## src/rtl/fifo_uart_pkg.sv

```systemverilog
// Shared types and sizing helpers for the FIFO-draining UART transmitter.
package fifo_uart_pkg;

    typedef enum logic [2:0] {
        IDLE,
        FETCH,
        LOAD,
        START,
        DATA,
        PARITY,
        STOP
    } state_t;

    localparam int CLKS_PER_BIT_DEF = 16;
    localparam int CNT_W            = $clog2(CLKS_PER_BIT_DEF);
    localparam int BYTE_CNT_W       = 16;

    // Counter width for an arbitrary bit period; never narrower than one bit.
    function automatic int cnt_width(input int cpb);
        return (cpb > 2) ? $clog2(cpb) : 1;
    endfunction

endpackage

```

## src/rtl/uart_bit_timer.sv

```systemverilog
// Bit-period counter: runs 0..CLKS_PER_BIT-1 and flags the last cycle of each bit.
// restart holds the count at zero so the first bit of a frame is full length.
module uart_bit_timer #(
    parameter int CLKS_PER_BIT = 16,
    parameter int CNT_W        = 4
) (
    input  logic clk,
    input  logic rst,
    input  logic restart,
    output logic bit_end
);

    localparam logic [CNT_W-1:0] LAST = CNT_W'(CLKS_PER_BIT - 1);

    logic [CNT_W-1:0] r_cnt;

    always_ff @(posedge clk) begin
        if (rst || restart) begin
            r_cnt <= '0;
        end else if (r_cnt == LAST) begin
            r_cnt <= '0;
        end else begin
            r_cnt <= r_cnt + CNT_W'(1);
        end
    end

    assign bit_end = (r_cnt == LAST);

endmodule

```

## src/rtl/fifo_uart_tx.sv

```systemverilog
// Pops one byte per frame from the FIFO and shifts it out as start/data/parity/stop.
// tx and fifo_re are flop outputs; the next value is decoded from the next state.
module fifo_uart_tx
    import fifo_uart_pkg::*;
#(
    parameter int DATA_WIDTH   = 8,
    parameter int CLKS_PER_BIT = 16,
    parameter int PARITY_EN    = 0,
    parameter int PARITY_ODD   = 0,
    parameter int STOP_BITS    = 1
) (
    input  logic                  clk,
    input  logic                  rst,
    input  logic                  fifo_empty,
    input  logic [DATA_WIDTH-1:0] fifo_r_data,
    output logic                  fifo_re,
    input  logic                  tx_en,
    output logic                  tx,
    output logic                  busy,
    output logic                  frame_done,
    output logic [BYTE_CNT_W-1:0] byte_count
);

    localparam int TMR_W = cnt_width(CLKS_PER_BIT);
    localparam int IDX_W = $clog2(DATA_WIDTH + 1);
    localparam logic [IDX_W-1:0] LAST_DATA = IDX_W'(DATA_WIDTH - 1);
    localparam logic [IDX_W-1:0] LAST_STOP = IDX_W'(STOP_BITS - 1);
    localparam logic             ODD_BIT   = (PARITY_ODD != 0);

    state_t                  r_state, w_state_nxt;
    logic [DATA_WIDTH-1:0]   r_shift, w_shift_nxt;
    logic [IDX_W-1:0]        r_idx, w_idx_nxt;
    logic                    r_par, w_par_nxt;
    logic                    r_tx, w_tx_nxt;
    logic                    r_fifo_re, w_re_nxt;
    logic                    r_frame_done, w_done_nxt;
    logic [BYTE_CNT_W-1:0]   r_byte_count;
    logic                    w_bit_end;
    logic                    w_restart;

    // Timer is held in reset outside the serial states so START gets a full bit.
    assign w_restart = (r_state == IDLE) || (r_state == FETCH) || (r_state == LOAD);

    uart_bit_timer #(
        .CLKS_PER_BIT (CLKS_PER_BIT),
        .CNT_W        (TMR_W)
    ) u_bit_timer (
        .clk     (clk),
        .rst     (rst),
        .restart (w_restart),
        .bit_end (w_bit_end)
    );

    always_comb begin
        w_state_nxt = r_state;
        w_shift_nxt = r_shift;
        w_idx_nxt   = r_idx;
        w_par_nxt   = r_par;
        w_re_nxt    = 1'b0;
        w_done_nxt  = 1'b0;
        case (r_state)
            IDLE: begin
                if (tx_en && !fifo_empty) begin
                    w_state_nxt = FETCH;
                    w_re_nxt    = 1'b1;
                end
            end
            FETCH: w_state_nxt = LOAD;
            LOAD: begin
                w_shift_nxt = fifo_r_data;
                w_par_nxt   = (^fifo_r_data) ^ ODD_BIT;
                w_idx_nxt   = '0;
                w_state_nxt = START;
            end
            START: begin
                if (w_bit_end) w_state_nxt = DATA;
            end
            DATA: begin
                if (w_bit_end) begin
                    w_shift_nxt = r_shift >> 1;
                    if (r_idx == LAST_DATA) begin
                        w_idx_nxt   = '0;
                        w_state_nxt = (PARITY_EN != 0) ? PARITY : STOP;
                    end else begin
                        w_idx_nxt = r_idx + IDX_W'(1);
                    end
                end
            end
            PARITY: begin
                if (w_bit_end) w_state_nxt = STOP;
            end
            STOP: begin
                if (w_bit_end) begin
                    if (r_idx == LAST_STOP) begin
                        w_idx_nxt   = '0;
                        w_done_nxt  = 1'b1;
                        w_state_nxt = IDLE;
                    end else begin
                        w_idx_nxt = r_idx + IDX_W'(1);
                    end
                end
            end
            default: w_state_nxt = IDLE;
        endcase

        case (w_state_nxt)
            START:   w_tx_nxt = 1'b0;
            DATA:    w_tx_nxt = w_shift_nxt[0];
            PARITY:  w_tx_nxt = w_par_nxt;
            default: w_tx_nxt = 1'b1;
        endcase
    end

    always_ff @(posedge clk) begin
        if (rst) begin
            r_state      <= IDLE;
            r_shift      <= '0;
            r_idx        <= '0;
            r_par        <= 1'b0;
            r_tx         <= 1'b1;
            r_fifo_re    <= 1'b0;
            r_frame_done <= 1'b0;
            r_byte_count <= '0;
        end else begin
            r_state      <= w_state_nxt;
            r_shift      <= w_shift_nxt;
            r_idx        <= w_idx_nxt;
            r_par        <= w_par_nxt;
            r_tx         <= w_tx_nxt;
            r_fifo_re    <= w_re_nxt;
            r_frame_done <= w_done_nxt;
            if (w_done_nxt) r_byte_count <= r_byte_count + BYTE_CNT_W'(1);
        end
    end

    assign tx         = r_tx;
    assign fifo_re    = r_fifo_re;
    assign busy       = (r_state != IDLE);
    assign frame_done = r_frame_done;
    assign byte_count = r_byte_count;

endmodule

```

## config.mk

```make
export PLATFORM = sky130hd
export DESIGN_NAME = fifo_uart_tx
export DESIGN_NICKNAME = d
export VERILOG_FILES = /design/src/rtl/fifo_uart_pkg.sv /design/src/rtl/uart_bit_timer.sv /design/src/rtl/fifo_uart_tx.sv
export SDC_FILE = /design/constraint.sdc
export NUM_CORES = 1
export LEC_CHECK = 0
export CAP_MARGIN = 10
export CORE_MARGIN = 3
export CORE_UTILIZATION = 30
export CTS_CLUSTER_SIZE = 28
export DETAILED_ROUTE_END_ITERATION = 10
export GPL_ROUTABILITY_DRIVEN = 0
export HOLD_SLACK_MARGIN = 0.08
export PLACE_DENSITY = 0.56
export SLEW_MARGIN = 5
export SYNTH_ARGS = -nofsm -noshare
export SYNTH_HDL_FRONTEND = slang
export SYNTH_SLANG_ARGS = --single-unit
```

## constraint.sdc

```tcl
create_clock -name clk -period 3.6 [get_ports clk]
set_clock_uncertainty 0.15 [all_clocks]
set_input_delay 0.36 -clock clk [delete_from_list [all_inputs] [get_ports clk]]
set_output_delay 0.36 -clock clk [all_outputs]
set_load 0.01 [all_outputs]
```

* Yosys cells after proc, flatten, opt, wreduce, memory -nomap -nowiden *
Index checks and enable logic that the tools add are counted.

word-level totals
  flip-flop bits (word level) = 39
  output and inout bits = 20
  logic and storage cells = 63

cells by class
  add/sub/neg operators = 3
  equal/unequal tests = 13
  mux-type cells = 21
  bitwise operators = 1
  reductions and logical operators = 15

operators by type and width
  operator                 count
  $mux W3                  7
  $pmux W3 S7              1
  $add A16 B1 Y16 const B  1
  $mux W4                  4
  $pmux W8 S2              1
  $eq A3 B3 Y1 const B     5
  $pmux W4 S3              1
  $eq A3 B2 Y1 const B     3
  $add A4 B1 Y4 const B    2
  $mux W8                  1
  $reduce_xor A8 Y1        1
  $reduce_bool A3 Y1       2
  $mux W1                  5
  $eq A4 B3 Y1 const B     1
  $eq A4 B4 Y1 const B     1
  $logic_not A4 Y1         1
  $ne A2 B1 Y1 const B     2
  $reduce_or A2 Y1         2
  $eq A3 B1 Y1 const B     1
  $logic_not A3 Y1         1
  $logic_or A1 B1 Y1       3
  $pmux W1 S3              1
  $reduce_and A3 Y1        1
  $reduce_and A2 Y1        1
  4 further kinds          4

* Longest topological paths before layout *
  depth in word-level cells = 6
  depth in mapped cells = 7
  gate-level depth less buffers = 7

* By module *
From an unflattened synthesis, not the netlist that was laid out.

second synthesis, totals
  cells, all modules = 241
  area total of the unflattened synthesis = 2108.3 µm²

modules (own cells, without submodules)
  module          area an instance (µm²)  times used  cells each
  fifo_uart_tx    1950.6                  1           225
  uart_bit_timer  157.7                   1           16

* Worst setup path after synthesis *
Ideal clock, no wire load.

  kind = flip-flop to flip-flop
  start = register u_bit_timer.r_cnt[0]
  end = register r_tx, in the netlist tx
  data required time = 3.330 ns
  period minus slack after synthesis = 1.881 ns
  arrival = 1.612 ns
  path slack = 1.719 ns
  cell stages (with the launch flop) = 7
  cell sequence = dfxtp_1 > ha_1 > nand3_4 > o32a_4 > a221oi_2 > nor2b_1 > a211o_1

between the ends
  cells in the longest elaborated chain, start to end = 5

ends and longest elaborated chain
  item                                          line                  RTL
  start, declared                               uart_bit_timer.sv:15  logic [CNT_W-1:0] r_cnt;
  start signal, assigned                        uart_bit_timer.sv:23  r_cnt <= r_cnt + CNT_W'(1);
  $eq A4 B4 Y1 *                                uart_bit_timer.sv:27  assign bit_end = (r_cnt == LAST);
  $mux W3, on equally long branches             n/a
  $pmux W3 S7                                   fifo_uart_tx.sv:61    case (r_state)
  $eq A3 B3 Y1 or $eq A3 B2 Y1 (tied branches)  fifo_uart_tx.sv:106   case (w_state_nxt)
  $pmux W1 S3 *                                 fifo_uart_tx.sv:106
  end signal, assigned                          fifo_uart_tx.sv:129   r_tx <= w_tx_nxt;
  end, declared                                 fifo_uart_tx.sv:34    logic r_tx, w_tx_nxt;

Mark *: on every way between the ends. The rest lies on a longest branch, timed or not. The select of a mux whose other input is x is not followed.
A chain may end at the register's enable or synchronous reset.

* Worst setup path after layout *
  start = register r_state[2]
  end = register r_byte_count[10], in the netlist byte_count[10]

between the ends
  cells in the longest elaborated chain, start to end = 2

ends and longest elaborated chain
  item                    line                 RTL
  start, declared         fifo_uart_tx.sv:30   state_t r_state, w_state_nxt;
  start signal, assigned  fifo_uart_tx.sv:125  r_state <= w_state_nxt;
  $eq A3 B3 Y1            fifo_uart_tx.sv:61
  $mux W1                 fifo_uart_tx.sv:61
  end signal, assigned    fifo_uart_tx.sv:132  if (w_done_nxt) r_byte_count <= r_byte_count + BYTE_CNT_W'(1);
  end, declared           fifo_uart_tx.sv:37   logic [BYTE_CNT_W-1:0] r_byte_count;

No other way between the ends.

==> metrics.md <==
| Metric | Value |
|---|---|
| Die Wd | around 86 µm |
| R2R depth | 5 |
| Final Core Density | 39.6% |
| Asr flop ratio synth | 0% |
| Residual DRC count | 0 |
| Sw power | between 200 and 250 µW |
| Nets | approximately 250 |
| Seq/Total Area, Yosys | 41.2% |
| Vias per inst | a little under 5 |
| Setup bufs post-CTS | 0 |
| Core area | between 6000 and 7000 µm² |
| Comb power frac | around 10% |
| Starting density of the core | 31.5% |
| CTS sink count | 39 |
| H-tree levels | 2 |
| Post-route antenna net violation count | 0 |
| Post-CTS Hold Fix Bufs | 0 |
| Layout area overhead | 25.7% |
| Routed vias | between 1500 and 2000 |
| Final-layout fill cell count | ~620 |
| Post_cts resized | 0 |
| Status | finished, final reports clean |
| Die area | roughly 7300 µm² |
| Hold EP | u_bit_timer.r_cnt[0] |
| CP required | ~3.6 ns |
| Leakage Power | 0.000820 µW |
| Synth Area per Inst | just over 9 µm² |
| Final Hold Vio Count | 0 |
| Sw Share | a little under a quarter |
| Reg-to-reg critical path startpoint | r_state[2] |
| Most numerous cell in the Yosys netlist | dfxtp_1 |
| Clk pwr share | approximately two fifths |
| Setup crit end kind | flop |
| Max Clock Freq | between 0.4 and 0.5 GHz |
| Rows | 28 |
| Vias in the first global route | 1479 |
| Port Buf Inserts | 31 |
| Die height | 85.5 µm |
| Layout cells sized above 1 | 8.05% |
| Post-Syn Area | ~1900 µm² |
| Final period util | between 60% and 70% |
| Total gr overflow | 0 |
| Predominant post-synthesis flop cell | dfxtp_1 |
| Clock slew seen by the registers of the worst setup and hold paths | roughly 0.080 ns |
| P_int | 696 µW |
| Clk_lat worst skew | around 0.29 ns |
| Yosys reg bits | 39 |
| Total CTS buffers | 5 |
| FF-to-FF End | byte_count[10] |
| Most frequent cells after synthesis | dfxtp_1 (39), nor2_1 (26), xor2_1 (16), nand4_1 (12) |
| Min cycle time layout | around 2.2 ns |
| Root buffer cell | clkbuf_8 |
| Clk buf depth | 2 |
| Total iterations of the first detailed-routing run | 4 |
| Largest net degree at the start of global routing | 24 |
| Post-synthesis cell count | approximately 210 |
| 1st-iter DRT viols | 88 |
| PwrDens | between 300 and 400 nW/µm² |
| Synth warn | 0 |
| CP Launch Type | flop |
| Dpl hpwl | 2800 µm |
| Maximum vdd drop | 0.148 mV |
| WHS Path Cells | 1 |
| Flop pwr share | 49.7% |
| Antenna diodes | 0 |
| CP Class | reg -> reg |
| # IOs | 32 |
| WL per Instance | roughly 13 µm |
| Worst endpoint data arrival time | approximately 2.2 ns |
| Crit path max fanout | 13 |
| RSZ-0062 raised after global routing | no |
| Fin Setup TNS | 0 ns |
| Synth top area cells | dfxtp_1 (41%), xor2_1 (7.4%), nor2_1 (5.1%), nand4_1 (4.0%), xnor2_1 (3.7%) |
| Number of synthesized flops with an enable pin | 0 |
| Initial antenna violation count | 0 |
| Leading area contributor after synthesis | dfxtp_1 |
| Distinct cells, synth | 45 |
| # setup viols final | 0 |
| Syn_nets | approximately 220 |
| CTS tree | built |
| HP Class | reg -> reg |
| Hold path start | u_bit_timer.r_cnt[0] |
| Post-Route WL | roughly 3900 µm |
| Synth top area share | between 40 and 50% |
| Slew Limit Fails | 0 |
| First-pass GRT wire length | a little under 7000 µm |
| GRT Total Usage | a little under an eighth |
| Slew @ Worst Pin | 0.619 ns |
| Max-slew headroom at the worst pin | 58.5% |
| Max-cap violation count | 0 |
| Internal reg-to-reg setup slack | ~1.4 ns |
[cell type report]
type	count	area, µm²	share of cell area, %
multi-input cells	153	1060	44.6
flip-flops and latches	39	781	32.8
repair buffers	32	318	13.3
well taps	75	93.8	3.94
clock buffers	5	68.8	2.89
clock inverters	3	43.8	1.84
inverters	4	15.0	0.630
[worst max-delay path by stage]
stage,from,to,cells past startpoint
after floorplan,u_bit_timer.r_cnt[0],tx,6
after global placement,rst,tx,5
after CTS,r_state[2],byte_count[10],5
final,r_state[2],byte_count[10],5
after global routing,r_state[2],byte_count[13],5
after detailed placement,rst,tx,5
[cells in the final DEF, fill, tap and decap left out, drive strengths merged]
master	count
nand4bb	2
clkbuf	5
a41oi	1
a2bb2oi	1
mux2i	2
nand3	4
nor3b	2
or3	3
nor2	26
o311a	1
and2	2
nor4	2
xnor2	8
ha	4
and4	1
nor3	9
a21o	2
o21ai	3
nand2b	5
nor4b	1
a211o	1
a211oi	2
a22oi	7
nand2	11
nor2b	2
dfxtp	39
a221oi	2
a31oi	2
and3	5
xor2	16
clkdlybuf4s50	31
nand4	12
nand4b	1
bufinv	1
inv	4
clkinv	2
o32a	1
buf	1
a21oi	12
[flip-flops by register name (all words and copies together) (netlist names)]
register and cells:
byte_count 16, r_shift 8, r_idx 4, u_bit_timer.r_cnt 4
r_state 3, fifo_re 1, frame_done 1, r_par 1
tx 1
[power by group through the flow]
stage	sequential [µW]	combinational, µW	clock (µW)
floorplan	458	67.0	0
global placement	465	94.3	0
detailed placement	464	94.5	0
CTS	454	95.3	379
global route	456	104	396
finish	454	94.1	366
[cell families (layout without fill, tap and decap cells)]
group	after synthesis	in the layout	synth area share [%]
buffers and inverters	13	44	2.77
multiplexers	2	2	1.06
AO/OA/AOI/OAI	35	35	13.9
AND/OR/NAND/NOR	88	88	27.4
adder cells (fa/ha/maj)	4	4	2.64
XOR/XNOR	24	24	11.1
flip-flops	39	39	41.2
[routing by layer]
layer	vias to the layer above	part of all wire [%]	wire length [µm]	track usage, %
met3	4	4.3	171	3.07
met1	700	51	2000	15.2
met2	25	44	1730	17.9
met5	-	0	0	0
met4	0	0.74	29	4.17
li1	791	-	-	-
[per-stage QoR]
stage	cells	setup WS (ns)	total power (µW)	instance area, µm²	hold WS (ns)
global placement	303	1.35	559	2270	0.285
CTS	311	1.37	929	2380	0.307
floorplan	205	1.72	524	1900	0.268
detailed placement	303	1.33	559	2270	0.295
global route	311	1.15	957	2380	0.340
finish	311	1.37	914	2380	0.303
[critical path, stage by stage (launching register included)]
cell and delay, ns:
dfxtp_1 0.58, nand2b_1 0.32, nor4_4 0.60, nand4_1 0.20, xor2_1 0.19, nor2_1 0.06
Note: power is estimated with default switching activity, not from simulation.
==> RTL edit 1 (config.mk and constraints unchanged) <==
Compare `r_idx` against `LAST_DATA` with >= in place of ==.
--- a/src/rtl/fifo_uart_tx.sv
+++ b/src/rtl/fifo_uart_tx.sv
@@ -79,5 +79,5 @@
                 if (w_bit_end) begin
                     w_shift_nxt = r_shift >> 1;
-                    if (r_idx == LAST_DATA) begin
+                    if (r_idx >= LAST_DATA) begin
                         w_idx_nxt   = '0;
                         w_state_nxt = (PARITY_EN != 0) ? PARITY : STOP;
Check against the original RTL: same outputs for any inputs over 10 cycles, from zero or initial values and one cycle with rst high; that may be too few to reach the edited logic, so the function may still have changed.
==> RTL edit 1 against the unedited design <==
Routed wire length is 10% higher. Area after synthesis is 1.4% higher. Setup slack improved by 0.035 ns. Power shrank 7.5%. Cell count is 4.8% higher. Hold slack better by 0.0040 ns. Cell area is 1.1% lower. Sequential cell count unchanged. Largest cell class unchanged. Highest routed layer unchanged.
==> RTL edit 1: results <==
metrics = {
    "run_status": {
        "status": "finished, final reports clean",
    },
    "global_route": {
        "grt_max_degree": 25,
        "grt_usage": 0.123,
        "grt_pass1_wl_um": 7450,
    },
    "power_and_ir_drop": {
        "swShare": 0.253,
        "leakage_nw": 0.782,
        "peakVddDrop_mv": 0.188,
    },
    "yosys": {
        "synth_fp_nets": 239,
        "synth.distinct_cells": 39,
        "yosysSeqAreaShare": 0.406,
        "synth_area_leaders": "dfxtp_1 (41%), a21oi_1 (7.0%), nand4_1 (4.2%)",
        "netlist_instances": 223,
        "synth_common_cells": "dfxtp_1 (39), a21oi_1 (27), nand2_1 (14), nor2_1 (14), nand4_1 (13)",
    },
    "place": {
        "placed_cells": 318,
        "dpl.hpwl_um": 2980,
        "place_area_um2": 2280,
    },
    "worst_setup_path": {
        "worstRegToRegCells": 4,
        "critPathKind": "register to register",
        "r2r_setup_slack_ns": 1.41,
        "r2r_end": "tx$_SDFF_PP1_",
        "startpoint": "r_state[0]$_SDFF_PP0_",
        "worstPathMaxFanout": 14,
    },
    "final_layout": {
        "fin_nets": 266,
        "fill_cells": 634,
        "stdcell_area_um2": 2360,
    },
    "routing": {
        "dr.first_iter.drc_count": 44,
        "wl_per_cell_um": 13.3,
        "drt-total-wl_um": 4340,
    },
    "hold_path": {
        "hp-start": "r_shift[6]$_SDFFE_PP0P_",
        "hold-path-endpoint": "r_shift[6]$_SDFFE_PP0P_",
        "min_path_cells": 2,
    },
    "clock_network": {
        "root_buffer": "clkbuf_8",
    },
    "sta": {
        "holdWs_ns": 0.307,
        "max_clock_freq_mhz": 457,
        "worst_pin_slew_ns": 0.902,
    },
}
==> RTL edit 1: cell type report <==
class,count,share of cell area
flip-flops and latches,39,0.331
well taps,75,0.0398
multi-input cells,163,0.444
repair buffers,33,0.138
clock inverters,1,0.00212
inverters,8,0.0127
clock buffers,7,0.0324
==> RTL edit 1: power groups by stage <==
stage | sequential (W) | clock, W | combinational, W
6_report | 0.000456 | 0.000284 | 0.000106
5_1_grt | 0.000458 | 0.000315 | 0.000117
4_1_cts | 0.000456 | 0.000296 | 0.000107
3_5_place_dp | 0.000466 | 0 | 0.000106
3_3_place_gp | 0.000466 | 0 | 0.000107
2_1_floorplan | 0.000461 | 0 | 0.0000725
==> RTL edit 1: layer usage <==
| layer | wire length, µm | global-route usage | up-vias |
|---|---|---|---|
| met5 | 0 | 0 | - |
| met4 | 37 | 0.0388 | 0 |
| met3 | 186 | 0.0355 | 4 |
| met2 | 1900 | 0.191 | 33 |
| met1 | 2220 | 0.163 | 823 |
| li1 | - | - | 879 |
==> RTL edit 1: logic make-up after synthesis <==
logic type,count (synthesis),share of synthesized area
flops,39,0.406
mux,2,0.0104
compound gates,61,0.197
fa+ha+maj,4,0.0260
xor+xnor,13,0.0592
buf+inv,21,0.0501
simple gates,83,0.251
==> RTL edit 1: critical path, cell delays in order, from the launching register on <==
cell	delay (ns)
dfxtp_1	0.59
and2b_2	0.37
a31oi_1	0.59
a221oi_1	0.21
o211ai_1	0.20
==> RTL edit 2 (config.mk and constraints unchanged) <==
Made on the original files. The parameter `PARITY_ODD` goes from 0 to 1.
--- a/src/rtl/fifo_uart_tx.sv
+++ b/src/rtl/fifo_uart_tx.sv
@@ -7,5 +7,5 @@
     parameter int CLKS_PER_BIT = 16,
     parameter int PARITY_EN    = 0,
-    parameter int PARITY_ODD   = 0,
+    parameter int PARITY_ODD   = 1,
     parameter int STOP_BITS    = 1
 ) (
Formal check against the unedited RTL: same outputs for any inputs over 10 cycles, from zero or initial values and one cycle with rst high; that may be too few to reach the edited logic, so the function may still have changed.
==> RTL edit 2 against the unedited design <==
Largest cell class unchanged. Critical path depth unchanged. Sequential share of layout area decreased by 1.2 points. Cell area increased by 3.8%. Highest routed layer unchanged. Power decreased by 8.8%. Routed wire length increased by 19%. Critical endpoint is now byte_count[5]$_SDFFE_PP0P_. Sequential cell count unchanged. Area after synthesis increased by 7.1%. Setup slack got worse by 0.041 ns. Clock power decreased by 20%.
==> RTL edit 2: results <==
metrics = {
    "run_status": {
        "status": "finished, final reports clean",
    },
    "yosys": {
        "muxShareOfSynthArea": 0.0105,
        "synth_fp_nets": 246,
        "synth_compound_area_frac": 0.196,
        "synth_area_leaders": "dfxtp_1 (38%), a21oi_1 (6.4%), xnor2_1 (4.7%)",
        "synth_common_cells": "dfxtp_1 (39), a21oi_1 (26), nor2_1 (16)",
        "syn_area_per_cell_um2": 8.83,
        "synth.distinct_cells": 50,
        "yosysSeqAreaShare": 0.384,
        "synthXorXnorAreaFrac": 0.0604,
        "synthAdderAreaFrac": 0.0246,
    },
    "hold_path": {
        "hold-path-endpoint": "u_bit_timer.r_cnt[0]$_SDFF_PP0_",
        "hp-start": "u_bit_timer.r_cnt[0]$_SDFF_PP0_",
        "hp-class": "register to register",
    },
    "worst_setup_path": {
        "slowest_delay_ns": 0.58,
        "r2r_setup_slack_ns": 1.33,
        "startpoint": "u_bit_timer.r_cnt[0]$_SDFF_PP0_",
        "cp_slowest_cell": "or4_1",
        "rr_startpoint": "u_bit_timer.r_cnt[0]$_SDFF_PP0_",
        "cp.arrival_ns": 2.34,
        "cp-endpoint": "byte_count[5]$_SDFFE_PP0P_",
    },
    "routing": {
        "wl_per_cell_um": 13.9,
        "first_pass_iters": 4,
        "dr.first_iter.drc_count": 72,
        "vias_per_cell": 5.36,
    },
    "clock_network": {
        "cts_resized": 0,
        "post_cts_buffers": 0,
        "clk_pin_slew_worst_paths_ns": 0.08,
        "insertion_delay_ns": 0.29,
        "root_buffer": "clkbuf_8",
        "cts_buffers": 5,
    },
    "sta": {
        "worst_pin_slew_ns": 0.626,
        "holdWs_ns": 0.302,
    },
    "global_route": {
        "grt_max_degree": 20,
        "grt_pass1_vias": 1744,
        "grt_usage": 0.125,
        "grt_pass1_wl_um": 8010,
    },
    "power_and_ir_drop": {
        "leakage_nw": 0.792,
        "peakVddDrop_mv": 0.151,
    },
    "place": {
        "dpl.hpwl_um": 3210,
        "placed_cells": 328,
    },
    "final_layout": {
        "fin_nets": 274,
        "drive_gt1_frac": 0.0772,
        "layoutNonFillerInstCount": 336,
    },
}
==> RTL edit 2: changes by cell type in the layout (fill, tap and decap cells not counted), sizes merged, moves of 5 or more <==
cell / change
nor2: -10
nor3: -7
xor2: -13
o21ai: +5
nand3: +5
a21oi: +14
o41ai: +5
inv: +7
==> RTL edit 2: power by group <==
part / internal [W] / total (W) / switching [W]
combinational: 0.0000463 / 0.0000895 / 0.0000432
sequential: 0.000441 / 0.000453 / 0.0000120
clock: 0.000136 / 0.000291 / 0.000155
==> RTL edit 2: per-layer routing <==
| metal | part of all wire | vias up | global-route usage |
|---|---|---|---|
| met5 | 0 | - | 0 |
| met4 | 0.0039 | 0 | 0.0179 |
| met3 | 0.045 | 2 | 0.0326 |
| met2 | 0.45 | 35 | 0.196 |
| met1 | 0.50 | 863 | 0.179 |
| li1 | - | 902 | - |
==> RTL edit 2: final cells by class <==
class / count / area (µm²)
Clock inverter: 2 / 12.5
Sequential cell: 39 / 781
Timing Repair Buffer: 34 / 333
Clock buffer: 6 / 72.6
Tap cell: 77 / 96.3
Inverter: 11 / 41.3
Fill cell: 661 / 3990
Multi-Input combinational cell: 167 / 1140
==> RTL edit 2: critical path: cells and delay by family (launching register included) <==
kind | cells | cell delay [ns]
compound gates | 1 | 0.15
flops | 1 | 0.36
simple gates | 3 | 1.30
fa+ha+maj | 1 | 0.23
==> RTL edit 2: cell families (layout without fill, tap and decap cells) <==
kind of cell	count (synthesis)	count (layout)
compound gates	62	62
xor+xnor	14	14
fa+ha+maj	4	4
buf+inv	24	53
flops	39	39
mux	2	2
simple gates	85	85
==> RTL edit 2: per-stage QoR <==
step / setup WS [ns] / cell area (µm²)
global placement: 1.41 / 2390
detailed placement: 1.38 / 2390
CTS: 1.35 / 2470
global route: 1.15 / 2470
floorplan: 1.81 / 2030
finish: 1.33 / 2470
